### src/rtl/uart_tx_fifo.sv
// Byte FIFO feeding the serial transmitter: write-to-TX_START latency 2 cycles when idle.
// Writes never stall; a write into a full FIFO is dropped and flagged sticky in overflow.
module uart_tx_fifo #(
    parameter int DEPTH_LOG2  = 4,
    parameter int TIMEOUT_CYC = 8192
) (
    input  logic                  clk,
    input  logic                  rst,
    input  logic                  wr_en,
    input  logic [7:0]            wr_data,
    input  logic                  tx_busy,
    input  logic                  tx_done,
    output logic                  tx_start,
    output logic [7:0]            tx_data,
    output logic [DEPTH_LOG2:0]   count,
    output logic                  empty,
    output logic                  full,
    output logic                  overflow,
    output logic                  to_err
);

    localparam int DEPTH   = 1 << DEPTH_LOG2;
    localparam int TIMER_W = (TIMEOUT_CYC > 1) ? $clog2(TIMEOUT_CYC) : 1;
    localparam logic [TIMER_W-1:0]    TIMER_LAST = TIMER_W'(TIMEOUT_CYC - 1);
    localparam logic [DEPTH_LOG2:0]   COUNT_FULL = (DEPTH_LOG2 + 1)'(DEPTH);
    localparam logic [DEPTH_LOG2:0]   COUNT_ONE  = (DEPTH_LOG2 + 1)'(1);
    localparam logic [DEPTH_LOG2-1:0] PTR_ONE    = DEPTH_LOG2'(1);

    typedef enum logic {
        ST_IDLE,
        ST_WAIT
    } state_t;

    state_t                state;
    logic [7:0]            mem [DEPTH];
    logic [DEPTH_LOG2-1:0] wr_ptr;
    logic [DEPTH_LOG2-1:0] rd_ptr;
    logic [TIMER_W-1:0]    timer;
    logic [DEPTH_LOG2:0]   count_nxt;
    logic                  wr_accept;
    logic                  issue;

    // full/empty are the registered flags, so neither a same-cycle read nor
    // a same-cycle write is ever bypassed.
    assign wr_accept = wr_en && !full;
    assign issue     = (state == ST_IDLE) && !empty && !tx_busy;

    always_comb begin
        count_nxt = count;
        if (wr_accept && !issue) begin
            count_nxt = count + COUNT_ONE;
        end else if (!wr_accept && issue) begin
            count_nxt = count - COUNT_ONE;
        end
    end

    always_ff @(posedge clk) begin
        if (wr_accept) begin
            mem[wr_ptr] <= wr_data;
        end
    end

    always_ff @(posedge clk) begin
        if (rst) begin
            wr_ptr   <= '0;
            count    <= '0;
            empty    <= 1'b1;
            full     <= 1'b0;
            overflow <= 1'b0;
        end else begin
            if (wr_accept) begin
                wr_ptr <= wr_ptr + PTR_ONE;
            end
            if (wr_en && full) begin
                overflow <= 1'b1;
            end
            count <= count_nxt;
            empty <= (count_nxt == '0);
            full  <= (count_nxt == COUNT_FULL);
        end
    end

    // The issue is taken on the IDLE exit edge so TX_START is registered and
    // lands one cycle after the decision; the timer then runs from the
    // TX_START cycle, so a time-out is flagged TIMEOUT_CYC cycles after it.
    always_ff @(posedge clk) begin
        if (rst) begin
            state    <= ST_IDLE;
            rd_ptr   <= '0;
            timer    <= '0;
            tx_start <= 1'b0;
            tx_data  <= 8'h00;
            to_err   <= 1'b0;
        end else begin
            tx_start <= 1'b0;
            case (state)
                ST_IDLE: begin
                    if (issue) begin
                        tx_data  <= mem[rd_ptr];
                        tx_start <= 1'b1;
                        rd_ptr   <= rd_ptr + PTR_ONE;
                        timer    <= '0;
                        state    <= ST_WAIT;
                    end
                end
                ST_WAIT: begin
                    if (tx_done) begin
                        state <= ST_IDLE;
                    end else if (timer == TIMER_LAST) begin
                        to_err <= 1'b1;
                        state  <= ST_IDLE;
                    end else begin
                        timer <= timer + TIMER_W'(1);
                    end
                end
                default: state <= ST_IDLE;
            endcase
        end
    end

endmodule

### config.mk
export PLATFORM = sky130hd
export DESIGN_NAME = uart_tx_fifo
export DESIGN_NICKNAME = d
export VERILOG_FILES = /design/src/rtl/uart_tx_fifo.sv
export SDC_FILE = /design/constraint.sdc
export NUM_CORES = 1
export LEC_CHECK = 0
export ABC_AREA = 1
export BUFFER_PORTS_ARGS = -buffer_cell sky130_fd_sc_hd__buf_2
export CAP_MARGIN = 20
export CORE_MARGIN = 5
export CORE_UTILIZATION = 25
export DETAILED_ROUTE_END_ITERATION = 6
export GPL_ROUTABILITY_DRIVEN = 0
export GPL_TIMING_DRIVEN = 0
export PLACE_DENSITY_LB_ADDON = 0.1
export RECOVER_POWER = 50
export SYNTH_ARGS = -nofsm -noshare
export SYNTH_HDL_FRONTEND = slang
export SYNTH_SLANG_ARGS = --single-unit
### constraint.sdc
create_clock -name clk -period 1.77 [get_ports clk]
set_input_delay 0.177 -clock clk [delete_from_list [all_inputs] [get_ports clk]]
set_output_delay 0.177 -clock clk [all_outputs]
set_load 0.1 [all_outputs]
==> impl_metrics.env <==
export IMPL_rr_startpoint="full"
export IMPL_min_delay_start="tx_done"
export IMPL_ys_ff_latch=168
export IMPL_power_density_mw_per_mm2=1140
export IMPL_grt_pass1_wl_um=30300
export IMPL_area_delta_synth_final_pct=20.5
export IMPL_final_hold_viol_count=0
export IMPL_setup_slack_ns=0.108
export IMPL_place_ws_ns=-0.452
export IMPL_drive_above_1_share_pct=18.8
export IMPL_first_global_vias=5043
export IMPL_row_count=61
export IMPL_seq_area_mm2=0.00465
export IMPL_busiest_layer="met2"
export IMPL_slew_headroom_pct=30.9
export IMPL_fin_nets=768
export IMPL_viasPerCell=4.43
export IMPL_wl_per_cell_um=17.6
export IMPL_insertion_delay_ns=0.43
export IMPL_met2_usage_pct=22.3
export IMPL_hold_class="in2reg"
export IMPL_finalCritPeriodShare_pct=93.9
export IMPL_n_fill_cell=2919
export IMPL_ys_seq_area_share_pct=65.1
export IMPL_setup_violations=0
export IMPL_met3_usage_pct=2.34
export IMPL_gr_usage_met1_pct=16.9
export IMPL_cp_end_kind="flip-flop"
export IMPL_antenna_found_initial=0
export IMPL_die_w_um=179
export IMPL_yosysWarnings=0
export IMPL_peakVddDrop_v=0.000564
export IMPL_drt_iter0_drc=318
export IMPL_die_area_mm2=0.0320
export IMPL_wirelength_um=20000
export IMPL_rsz0062_at_grt="yes"
export IMPL_cp_arrival_ns=1.76
export IMPL_clk_pin_slew_ns=0.07
export IMPL_cts_buffers_inserted=17
export IMPL_fin_area_mm2=0.00860
export IMPL_cp_max_fo=10
export IMPL_multi_input_area_mm2=0.00235
export IMPL_startpoint="full"
export IMPL_cp_required_ns=1.87
export IMPL_num_io_pins=31
export IMPL_synth_area_mm2=0.00714
export IMPL_power_leakage_nw=3.02
export IMPL_path_class="reg2reg"
export IMPL_n_antenna_cell=0
export IMPL_cts_sinks=168
export IMPL_cts_tree="done"
export IMPL_critPathLaunchType="flip-flop"
export IMPL_status="completed"
export IMPL_vias=5043
export IMPL_die_y_um=179
export IMPL_final_common_cell="nor2_1"
export IMPL_yosysUniqueCellTypes=34
export IMPL_tightestPinTransition_ns=1.04
export IMPL_mostFrequentLayoutCells="136 x nor2_1, 128 x edfxtp_1, 105 x nand2_1"
export IMPL_syn_nets=715
export IMPL_grt_max_degree=19
export IMPL_holdWs_ns=0.135
export IMPL_drtAntennaViolNets=0
export IMPL_portBuffers=30
export IMPL_grt_total_usage_pct=13.0
export IMPL_drv_slew=0
export IMPL_dpl_hpwl_um=13900
export IMPL_drc=0
export IMPL_dpl_cell_area_mm2=0.00777
export IMPL_cts_root_buf="clkbuf_16"
export IMPL_timing_fmax_mhz=602
export IMPL_skew_ns=0.0110
export IMPL_start_util_pct=25.5
export IMPL_drtPass1Iterations=5
export IMPL_globalRouteOverflowTotal=0
export IMPL_post_route_min_period_ns=1.66
export IMPL_cts_path_max_buffers=2
export IMPL_avgSynthCellArea_um2=10.3
export IMPL_core_mm2=0.0280
export IMPL_cap_viol_max_count=0
export IMPL_syn_inst=694
export IMPL_ctsHtreeMaxLevel=4
-- repair_timing --
action,CTS,global route
hold endpoints to repair,1,0
setup endpoints to repair,136,115
setup buffers,0,3
pin swaps,0,5
resized for setup,49,25
hold buffers,1,0
-- sequential cells by signal, summed over array words and instances, names as in the netlist --
| signal | flops |
|---|---|
| tx_data | 8 |
| mem | 128 |
| timer | 13 |
| full | 1 |
| empty | 1 |
| to_err | 1 |
| overflow | 1 |
| state | 1 |
| tx_start | 1 |
| rd_ptr | 4 |
| wr_ptr | 4 |
| count | 5 |
-- layer usage --
layer	vias to the layer above	share of wire, %
met5	-	0
met4	0	0.89
met3	9	2.7
met2	65	50
met1	2485	46
li1	2484	-
-- final timing paths --
kind                      to  slack, ns  cells past startpoint
hold / removal        to_err       0.14                      4
setup / recovery   mem[2][7]       0.11                      5
hold reg to reg   tx_data[3]       0.45                      2
setup reg to reg   mem[2][7]       0.11                      5
-- cells in the mapped netlist, drive strengths merged --
master  count  area (um^2)
ha          8          100
a31oi       1         6.26
o211ai     15          113
edfxtp    128         3840
nor4        1         6.26
buf        18          121
a21oi      25          140
nand4       3         18.8
dfxtp      40          801
nor2      161          642
xor2        5         43.8
inv        31          116
nand2     116          470
clkbuf     11         43.8
nand3      49          250
clkinv      4         21.3
nand3b      3         22.5
o21ai      71          359
nor3        4         20.0
-- where the power goes --
group	internal (mW)	switching, mW	leakage, nW
sequential	4.35	0.0736	1.48
clock	1.89	1.74	0.283
combinational	0.428	1.32	1.25
total	6.67	3.14	3.02
-- cell families (layout without fill, tap and decap cells) --
kind of cell | after synthesis | after routing | synth area share [%]
AND/OR/NAND/NOR | 337 | 337 | 20.0
flip-flops | 168 | 168 | 65.1
AO/OA/AOI/OAI | 112 | 112 | 8.66
buffers and inverters | 64 | 130 | 4.24
adder cells (fa/ha/maj) | 8 | 8 | 1.40
XOR/XNOR | 5 | 5 | 0.613
-- final cells by class --
| cell class | count | share of cell area (%) |
|---|---|---|
| plain buffers | 29 | 2.33 |
| flip-flops and latches | 168 | 54.1 |
| clock buffers | 17 | 4.94 |
| clock inverters | 15 | 1.77 |
| multi-input cells | 462 | 27.3 |
| repair buffers | 34 | 2.43 |
| well taps | 378 | 5.50 |
| inverters | 35 | 1.67 |
-- worst max-delay path, stage by stage, from the launching register on --
cell	delay [ns]
dfxtp_2	0.32
inv_1	0.04
nand2_1	0.14
inv_2	0.26
nand2_2	0.22
nor2_4	0.33
-- metrics by stage --
| step | setup TNS (ns) | power [mW] | utilization [%] | cells |
|---|---|---|---|---|
| floorplan | 0 | 5.73 | - | 694 |
| detailed placement | -31.09 | 6.23 | 27.7 | 1102 |
| global route | -0.0422 | 10.3 | 30.7 | 1138 |
| global placement | -29.06 | 6.22 | 27.7 | 1102 |
| CTS | -0.365 | 9.91 | 30.3 | 1135 |
| finish | 0 | 9.81 | 30.7 | 1138 |
No activity file was read; power rests on OpenSTA's default activity.
